[src/rtl/uart_rx_pkg.sv]
// Shared constants and helpers for the UART receive sampling path.
package uart_rx_pkg;

    localparam int unsigned EDGE_W = 6;
    localparam int unsigned BIT_W  = 4;

    localparam logic [EDGE_W-1:0] PRESCALE_8  = EDGE_W'(8);
    localparam logic [EDGE_W-1:0] PRESCALE_16 = EDGE_W'(16);
    localparam logic [EDGE_W-1:0] PRESCALE_32 = EDGE_W'(32);

    localparam logic [BIT_W-1:0] BIT_CNT_MAX = BIT_W'(15);

    // Unsupported oversampling ratios fall back to 8.
    function automatic logic [EDGE_W-1:0] eff_ratio(input logic [EDGE_W-1:0] p);
        logic [EDGE_W-1:0] r;
        r = PRESCALE_8;
        case (p)
            PRESCALE_8:  r = PRESCALE_8;
            PRESCALE_16: r = PRESCALE_16;
            PRESCALE_32: r = PRESCALE_32;
            default:     r = PRESCALE_8;
        endcase
        return r;
    endfunction

    // Two-out-of-three vote.
    function automatic logic majority3(input logic a, input logic b, input logic c);
        return (a & b) | (a & c) | (b & c);
    endfunction

endpackage

[src/rtl/uart_rx_sync_2ff.sv]
// Two-flop synchronizer for the idle-high serial line.
module uart_rx_sync_2ff (
    input  logic clk,
    input  logic rst,
    input  logic din,
    output logic dout
);

    logic meta;

    // Both stages reset to the idle level so no false start bit appears.
    always_ff @(posedge clk or negedge rst) begin
        if (!rst) begin
            meta <= 1'b1;
            dout <= 1'b1;
        end else begin
            meta <= din;
            dout <= meta;
        end
    end

endmodule

[src/rtl/uart_rx_sampler.sv]
// UART RX oversampling counters and three-point majority sampler.
module uart_rx_sampler
    import uart_rx_pkg::*;
(
    input  logic              clk,
    input  logic              rst,
    input  logic              RX_in,
    input  logic [EDGE_W-1:0] prescale,
    input  logic              enable,
    input  logic              reset_bit_cnt,
    input  logic              dat_samp_en,
    output logic              rx_sync,
    output logic [EDGE_W-1:0] edge_cnt,
    output logic [BIT_W-1:0]  bit_cnt,
    output logic              sampled_bit,
    output logic              sample_valid
);

    logic [EDGE_W-1:0] prescale_q;
    logic [EDGE_W-1:0] ratio;
    logic [EDGE_W-1:0] half;
    logic [EDGE_W-1:0] last_edge;
    logic              count_clr;
    logic              edge_wrap;
    logic              samp_en;
    logic              at_s0;
    logic              at_s1;
    logic              at_s2;
    logic              s0;
    logic              s1;
    logic              s2;
    logic              s2_next;
    logic              got0;
    logic              got1;

    uart_rx_sync_2ff u_sync (
        .clk  (clk),
        .rst  (rst),
        .din  (RX_in),
        .dout (rx_sync)
    );

    // Decode ratio, sample points and control qualifiers.
    always_comb begin
        ratio     = eff_ratio(prescale_q);
        half      = ratio >> 1;
        last_edge = ratio - EDGE_W'(1);
        count_clr = reset_bit_cnt | ~enable;
        edge_wrap = (edge_cnt == last_edge);
        samp_en   = enable & dat_samp_en;
        at_s0     = (edge_cnt == (half - EDGE_W'(1)));
        at_s1     = (edge_cnt == half);
        at_s2     = (edge_cnt == (half + EDGE_W'(1)));
        s2_next   = (samp_en && at_s2) ? rx_sync : s2;
    end

    // Prescale is latched only while idle so a frame keeps one bit period.
    always_ff @(posedge clk or negedge rst) begin
        if (!rst) begin
            prescale_q <= PRESCALE_8;
        end else if (!enable) begin
            prescale_q <= prescale;
        end
    end

    // Edge counter wraps every bit; bit counter saturates at its maximum.
    always_ff @(posedge clk or negedge rst) begin
        if (!rst) begin
            edge_cnt <= '0;
            bit_cnt  <= '0;
        end else if (count_clr) begin
            edge_cnt <= '0;
            bit_cnt  <= '0;
        end else if (edge_wrap) begin
            edge_cnt <= '0;
            if (bit_cnt != BIT_CNT_MAX) begin
                bit_cnt <= bit_cnt + BIT_W'(1);
            end
        end else begin
            edge_cnt <= edge_cnt + EDGE_W'(1);
        end
    end

    // Capture three mid-bit samples and publish the vote once all three landed.
    always_ff @(posedge clk or negedge rst) begin
        if (!rst) begin
            s0           <= 1'b1;
            s1           <= 1'b1;
            s2           <= 1'b1;
            sampled_bit  <= 1'b1;
            sample_valid <= 1'b0;
        end else begin
            sample_valid <= 1'b0;
            if (samp_en) begin
                if (at_s0) begin
                    s0 <= rx_sync;
                end
                if (at_s1) begin
                    s1 <= rx_sync;
                end
                if (at_s2) begin
                    s2 <= rx_sync;
                    if (got1) begin
                        sampled_bit  <= majority3(s0, s1, s2_next);
                        sample_valid <= 1'b1;
                    end
                end
            end
        end
    end

    // Track whether the earlier captures of the current bit actually happened.
    always_ff @(posedge clk or negedge rst) begin
        if (!rst) begin
            got0 <= 1'b0;
            got1 <= 1'b0;
        end else if (count_clr) begin
            got0 <= 1'b0;
            got1 <= 1'b0;
        end else begin
            if (at_s0) begin
                got0 <= samp_en;
            end
            if (at_s1) begin
                got1 <= samp_en & got0;
            end
        end
    end

endmodule

[config.mk]
export PLATFORM = sky130hd
export DESIGN_NAME = uart_rx_sampler
export DESIGN_NICKNAME = d
export VERILOG_FILES = /design/src/rtl/uart_rx_pkg.sv /design/src/rtl/uart_rx_sync_2ff.sv /design/src/rtl/uart_rx_sampler.sv
export SDC_FILE = /design/constraint.sdc
export NUM_CORES = 1
export LEC_CHECK = 0
export CORE_AREA = 2 2 61 63
export DETAILED_ROUTE_END_ITERATION = 7
export DIE_AREA = 0 0 63 65
export DONT_BUFFER_PORTS = 1
export GPL_TIMING_DRIVEN = 0
export PLACE_DENSITY = 0.63
export SYNTH_ARGS = -nofsm -noshare
export SYNTH_HDL_FRONTEND = slang
export SYNTH_SLANG_ARGS = --single-unit
[constraint.sdc]
create_clock -name clk -period 2.7 [get_ports clk]
set_clock_uncertainty 0.1 [all_clocks]
set_input_delay 0.54 -clock clk [delete_from_list [all_inputs] [get_ports clk]]
set_output_delay 0.54 -clock clk [all_outputs]
set_load 0.01 [all_outputs]
==> results of run 1 <==
final cells by class:
type                       count  area (sq um)
clock buffer                   3          22.5
fill                         352          2070
inverter                       4          15.0
tap                           48          60.1
buffer                         7          27.5
clock inverter                 1          30.0
sequential                    24           608
timing repair buffer           1          10.0
multi-input combinational     86           653
repair_timing:
item,4_1_cts,5_1_grt
setup endpoints to repair,0,0
endpoints found under the hold margin,24,0
hold buffers,1,0
gates resized for setup,0,0
registers in the layout, indices dropped and copies added (netlist names):
name          flops
sample_valid      1
edge_cnt          6
s0                1
bit_cnt           4
got0              1
prescale_q        6
got1              1
sampled_bit       1
s1                1
u_sync.meta       1
u_sync.dout       1
power by group through the flow:
stage          combinational (mW)  clock, mW  sequential [mW]
6_report                   0.0554      0.261            0.387
5_1_grt                    0.0635      0.281            0.389
3_3_place_gp               0.0461          0            0.393
3_5_place_dp               0.0481          0            0.394
2_1_floorplan              0.0396          0            0.391
4_1_cts                    0.0568      0.272            0.387
logic make-up (layout without fill, tap and decap cells):
group	count (synthesis)	count (layout)	share of synthesized area [%]
compound gates	21	21	13.0
xor+xnor	5	5	3.36
fa+ha+maj	5	5	4.61
buf+inv	11	16	3.26
flops	24	24	46.6
mux	13	13	10.8
simple gates	42	42	18.3
worst register-to-register path: stages, from the launching register on:
cell                       delay (ns)
sky130_fd_sc_hd__dfrtp_1         0.44
sky130_fd_sc_hd__buf_2           0.23
sky130_fd_sc_hd__nor4bb_1        0.53
sky130_fd_sc_hd__o2111a_1        0.30
sky130_fd_sc_hd__o211a_1         0.18
sky130_fd_sc_hd__mux2_2          0.33
per-stage QoR:
stage	hold slack (ns)	area (sq um)
after floorplan	0.144	1300
after global placement	0.145	1360
after detailed placement	0.145	1360
after CTS	0.0751	1430
after global routing	0.0666	1430
final	0.0946	1430
synth_stat cells (all sizes together):
master,count,area [sq um]
and3,2,12.5
o31a,1,8.76
a311oi,1,8.76
nor4,1,6.26
o211a,2,20.0
and2,3,18.8
maj3,1,10.0
nor4bb,3,30.0
dfrtp,18,450
and4b,2,20.0
mux2i,4,40.0
o21ai,3,15.0
o211ai,3,22.5
inv,4,15.0
nor4b,2,17.5
a211oi,1,7.51
nor2,8,30.0
dfstp,6,158
nor2b,1,6.26
a21oi,2,10.0
nor3,4,20.0
a221oi,1,15.0
buf,1,5.00
clkbuf,6,22.5
mux2,9,101
nand3,4,20.0
xor2,2,17.5
o31ai,1,7.51
nand2b,2,12.5
ha,4,50.1
o21a,3,23.8
a21boi,1,7.51
xnor2,3,26.3
o2111a,2,22.5
or4,1,11.3
nand2,9,33.8
routing by layer:
layer / vias to the layer above / routed length [microns] / part of all wire [%]
li1: 447 / - / -
met1: 461 / 1060 / 42
met2: 20 / 1270 / 51
met3: 6 / 115 / 4.6
met4: 0 / 51 / 2.0
met5: - / 0 / 0
final timing paths:
check                           cells past startpoint                       to             startpoint
worst min-delay path                                0    u_sync.meta$_DFF_PN1_                  RX_in
max in group asynchronous                           1   bit_cnt[1]$_DFFE_PN0P_                    rst
worst min register to register                      0    u_sync.dout$_DFF_PN1_  u_sync.meta$_DFF_PN1_
worst max register to register                      5  sampled_bit$_DFFE_PN1P_  edge_cnt[3]$_DFF_PN0_
worst max-delay path                                5  sampled_bit$_DFFE_PN1P_  edge_cnt[3]$_DFF_PN0_
min in group asynchronous                           1   sample_valid$_DFF_PN0_                    rst
==> qor.txt, run 1 <==
Remaining antenna violation count: 0
Master cell of the clock root buffer: sky130_fd_sc_hd__clkbuf_4
Die X-Extent: 63 microns
Sink count of the clock tree: 24
Critical path start-end classification: reg -> reg
Final Slew Violations: 0
Clock group share of total power: 37.1%
Class of the tightest hold or removal check: in -> reg
Longest Clk Path Bufs: 2
Final weighted congestion in routability-driven placement: 0.862
Number of placed instances, taps included: 169
Slew @ Worst Pin: 1.07 ns
Share of cells above drive strength 1: 18.3%
Router iterations before antenna repair: 4
Die area: 4100 sq um
Power share of the combinational group: 7.9%
Finished Core Util: 40.8%
Routed WL: 2490 microns
Initial standard-cell utilization of the core: 37.3%
Busiest metal layer after global routing: met2
I/O pin count: 25
R2R Setup Slk: 0.53 ns
Met2 usage in global routing: 24.3%
Internal Dissipation: 550 uW
Area grow syn2layout: 9.41%
Pin count of the biggest net entering global routing: 25
Ratio of final minimum period to clock period: 80.3%
Relative slew margins: 28.6%
PwrDens: 493 nW/um^2
Routed wirelength normalized by instance count: 14.3 microns
Antenna Diode Count: 0
Sequential-to-total area share from yosys stat: 46.6%
Outcome: complete, no violations
CTS H-tree lvls: 1
Initial drt markers: 11
Mean number of vias per cell: 5.37
IO buf count: 0
Switching part of the total: 21.8%
CP Data Required Time: 2.87 ns
Count of synthesis-stage warnings from yosys: 0
Number of buffer and inverter instances along the worst setup path: 1
Distinct cell type count after synthesis: 37
Top delay family on crit path: simple AND/OR/NAND/NOR gates
Clock latency of the later-clocked register in the worst-skew pair: 0.32 ns
Final Hold Vio Count: 0
Total DRC errors in the routed layout: 0
Sw power: 153 uW
Count of nets after finishing: 143
Total global routing overflow: 0
Fmax: 461 MHz
Setup slack after placement: 0.576 ns
Synth Register Bits: 24
Fin Setup TNS: 0 ns
Routed via count: 934
Floorplan die height: 65 microns
Type of element capturing the critical path: flop
Setup slack after layout: 0.532 ns
Via count of the first global-routing pass: 990
Clock tree from TritonCTS: done
Overall power: 704 uW
Crit path arrival time: 2.34 ns
Worst-path maximum fanout: 10
GR Util All Layers: 13.8%
Average cell area after synthesis: 10.8 sq um
First-pass GRT wire length: 4450 microns
Met3 track utilization from global routing: 3.30%
Total clock buffers created by CTS: 3
Post-synthesis cell area: 1300 sq um
Syn nets: 137
Synth Instances: 121
Setup violators final: 0
Static power due to leakage: 0.582 nW
Maximum vdd ir drop: 0.000301 V
Max capacitance violation total: 0
Post-DP HPWL: 1910 microns
Number of antenna violations at the first check in global routing: 0
Cell Rows: 22
Final standard cell count with taps included and fillers excluded: 174
Highest-count cells in the layout ignoring fill and taps: sky130_fd_sc_hd__dfrtp_1 (18), sky130_fd_sc_hd__nand2_1 (9), sky130_fd_sc_hd__mux2_2 (9), sky130_fd_sc_hd__nor2_1 (8)
Area of the placeable core: 3500 sq um
Final critical delay including setup and external delays: 2.17 ns
CP max stage cell: sky130_fd_sc_hd__nor4bb_1
RSZ-0062 raised after global routing: false
Startpoint type of the worst setup path: flop
Post-CTS setup buffer count: 0
Sequential share of power: 55.0%
Most common cell after layout, fill and taps aside: sky130_fd_sc_hd__dfrtp_1
Clock-pin slew reported for the worst setup and hold paths after clock tree synthesis: 0.14 ns
GR Layer Usage met1: 15.6%
Worst stage delay on the critical path: 0.53 ns
Worst path cell trace: buf_2 > nor4bb_1 > o2111a_1 > o211a_1 > mux2_2
No activity file was read; power rests on OpenSTA's default activity.
==> run 2: changes to the inputs <==
Settings changed: PLACE_DENSITY 0.63 to 0.65.
Clock period 2.7 ns to 1.98 ns, I/O delays scaled along.
==> run 2 against run 1 <==
Against the previous run:
- the run now ends with negative setup slack left
- clock power barely moved
- routed wire length rose by 7.9%
- critical path depth fell by 1
- non-clock buffer count did not move
- combinational power rose by 37%
- register-to-register slack got worse by 0.57 ns
- sequential power rose by 40%
- cell count did not move
- utilization rose by 2.4 points
- sequential share of layout area fell by 2.3 points
==> qor.txt, run 2 (synthesized netlist as in run 1, its figures left out) <==
Outcome: complete, but fails checks
Failing checks: negative setup slack
First-pass GRT wire length: 4520 microns (+1.6%)
Worst-path maximum fanout: 5 (-5)
Leading registers by flop count: edge_cnt (6), prescale_q (6), bit_cnt (4)
Crit path arrival time: 2.15 ns (-0.19 ns)
Clock group share of total power: 29.6% (-7.5 points)
Static power due to leakage: 0.607 nW (+4.2%)
Finished Core Util: 43.2% (+2.4 points)
Area grow syn2layout: 15.7%
Number of antenna violations at the first check in global routing: 0 (unchanged)
RSZ-0062 raised after global routing: true
Post-CTS setup buffer count: 0 (unchanged)
Share of cells above drive strength 1: 28.6% (+10 points)
Die area: 4100 sq um (unchanged)
Sequential share of power: 61.7% (+6.7 points)
Router iterations before antenna repair: 4 (unchanged)
Total DRC errors in the routed layout: 0 (unchanged)
Clock-pin slew reported for the worst setup and hold paths after clock tree synthesis: 0.13 ns (about the same)
Antenna Diode Count: 0 (unchanged)
I/O pin count: 25 (unchanged)
Area of the placeable core: 3500 sq um (unchanged)
CP Data Required Time: 2.11 ns (-0.76 ns)
Pin count of the biggest net entering global routing: 25 (unchanged)
Initial standard-cell utilization of the core: 37.3% (unchanged)
Via count of the first global-routing pass: 1000 (+1.0%)
Clock tree from TritonCTS: done
GR Util All Layers: 13.8% (about the same)
PwrDens: 581 nW/um^2 (+18%)
Clock latency of the later-clocked register in the worst-skew pair: 0.31 ns (about the same)
Count of nets after finishing: 143 (unchanged)
Total clock buffers created by CTS: 3 (unchanged)
Final weighted congestion in routability-driven placement: 0.905 (+5.0%)
Total global routing overflow: 0 (unchanged)
Final Hold Vio Count: 0 (unchanged)
Initial drt markers: 15 (+4)
Class of the tightest hold or removal check: in -> reg
Sw power: 211 uW (+38%)
Busiest metal layer after global routing: met2
Cell Rows: 22 (unchanged)
Final Slew Violations: 0 (unchanged)
Master cell of the clock root buffer: sky130_fd_sc_hd__clkbuf_4
Internal Dissipation: 665 uW (+21%)
Setup violators final: 1 (+1)
GR Layer Usage met1: 16.8% (+1.2 points)
Routed WL: 2690 microns (+7.9%)
Met2 usage in global routing: 23.3% (-1.1 points)
Relative slew margins: 67.6% (+39 points)
Power share of the combinational group: 8.7% (+0.8 points)
Die X-Extent: 63 microns (unchanged)
IO buf count: 0 (unchanged)
Type of element capturing the critical path: flop
Setup slack after layout: -0.0422 ns (-0.574 ns)
Maximum vdd ir drop: 0.000317 V (+5.4%)
Fmax: 495 MHz (+7.2%)
Met3 track utilization from global routing: 2.78% (-0.52 points)
Slew @ Worst Pin: 0.485 ns (-0.583 ns)
Most common cell after layout, fill and taps aside: sky130_fd_sc_hd__dfrtp_1
Post-DP HPWL: 1970 microns (+3.4%)
Startpoint type of the worst setup path: flop
CTS H-tree lvls: 1 (unchanged)
Sink count of the clock tree: 24 (unchanged)
Hold_ws: 0.118 ns (+0.0234 ns)
Longest Clk Path Bufs: 2 (unchanged)
Final critical delay including setup and external delays: 2.02 ns (-0.146 ns)
Switching part of the total: 24.1% (+2.3 points)
Remaining antenna violation count: 0 (unchanged)
Routed via count: 954 (+2.1%)
Highest-count cells in the layout ignoring fill and taps: sky130_fd_sc_hd__dfrtp_1 (17), sky130_fd_sc_hd__nand2_1 (9), sky130_fd_sc_hd__mux2_2 (9), sky130_fd_sc_hd__nor2_1 (8), sky130_fd_sc_hd__dfstp_2 (6)
Floorplan die height: 65 microns (unchanged)
Routed wirelength normalized by instance count: 15.4 microns (+7.9%)
Critical path start-end classification: reg -> reg
Max capacitance violation total: 0 (unchanged)
Ratio of final minimum period to clock period: 102% (+22 points)
Mean number of vias per cell: 5.48 (+2.1%)
[run 2: cell count changes in the layout (fill, tap and decap cells not counted), sizes merged]
cell         delta
dlygate4sd3     +1
clkbuf          -1
bufinv          -1
buf             +1
[run 2: area by class of cell]
class                      instances  area [sq um]
clock buffer                       4          36.3
inverter                           4          15.0
sequential                        24           609
buffer                             5          25.0
timing repair buffer               3          40.0
fill                             340          1990
tap                               48          60.1
multi-input combinational         86           723
[run 2: power groups by stage]
stage               registers [mW]  clock network (mW)  logic, mW
global route                 0.545               0.288     0.0852
global placement             0.536                   0     0.0624
detailed placement           0.538                   0     0.0646
floorplan                    0.533                   0     0.0540
CTS                          0.529               0.265     0.0866
finish                       0.541               0.259     0.0759
[run 2: routing by layer]
metal	wire, microns	share of wire, %
met1	1140	42
met5	0	0
met3	102	3.8
met2	1410	52
met4	39	1.5
[run 2: worst paths after layout]
path                                           start                endpoint  slack [ns]  cells past startpoint
min reg2reg                    u_sync.meta$_DFF_PN1_   u_sync.dout$_DFF_PN1_        0.27                      0
min                                      dat_samp_en        got0$_DFFE_PN0P_        0.12                      2
max in group asynchronous                        rst   u_sync.meta$_DFF_PN1_        1.16                      2
min in group asynchronous                        rst   edge_cnt[4]$_DFF_PN0_        0.40                      2
max                        prescale_q[0]$_DFFE_PN0N_  bit_cnt[2]$_DFFE_PN0P_       -0.04                      4
max reg2reg                prescale_q[0]$_DFFE_PN0N_  bit_cnt[2]$_DFFE_PN0P_       -0.04                      4
[run 2: timing repair]
| action | 4_1_cts | 5_1_grt |
|---|---|---|
| pin swaps | 3 | 5 |
| endpoints found under the hold margin | 25 | 0 |
| endpoints found under the setup margin | 12 | 13 |
| hold buffers | 3 | 0 |
| gates resized for setup | 6 | 12 |
[run 2: critical path, cell delays in order, from the launching register on]
cell                       delay [ns]
sky130_fd_sc_hd__dfrtp_1         0.43
sky130_fd_sc_hd__or4_4           0.57
sky130_fd_sc_hd__o31a_1          0.34
sky130_fd_sc_hd__o21a_4          0.25
sky130_fd_sc_hd__a221oi_2        0.24
[run 2: metrics by stage]
step                      total power [mW]  instances  TNS [ns]  setup slack, ns  instance area (sq um)
after floorplan                      0.587        121         0           0.0634                   1300
final                                0.876        174   -0.0422          -0.0422                   1510
after CTS                            0.880        176   -0.0735          -0.0420                   1470
after detailed placement             0.602        169    -0.582           -0.172                   1360
after global placement               0.599        169    -0.117          -0.0957                   1360
after global routing                 0.918        174    -0.294          -0.0904                   1510
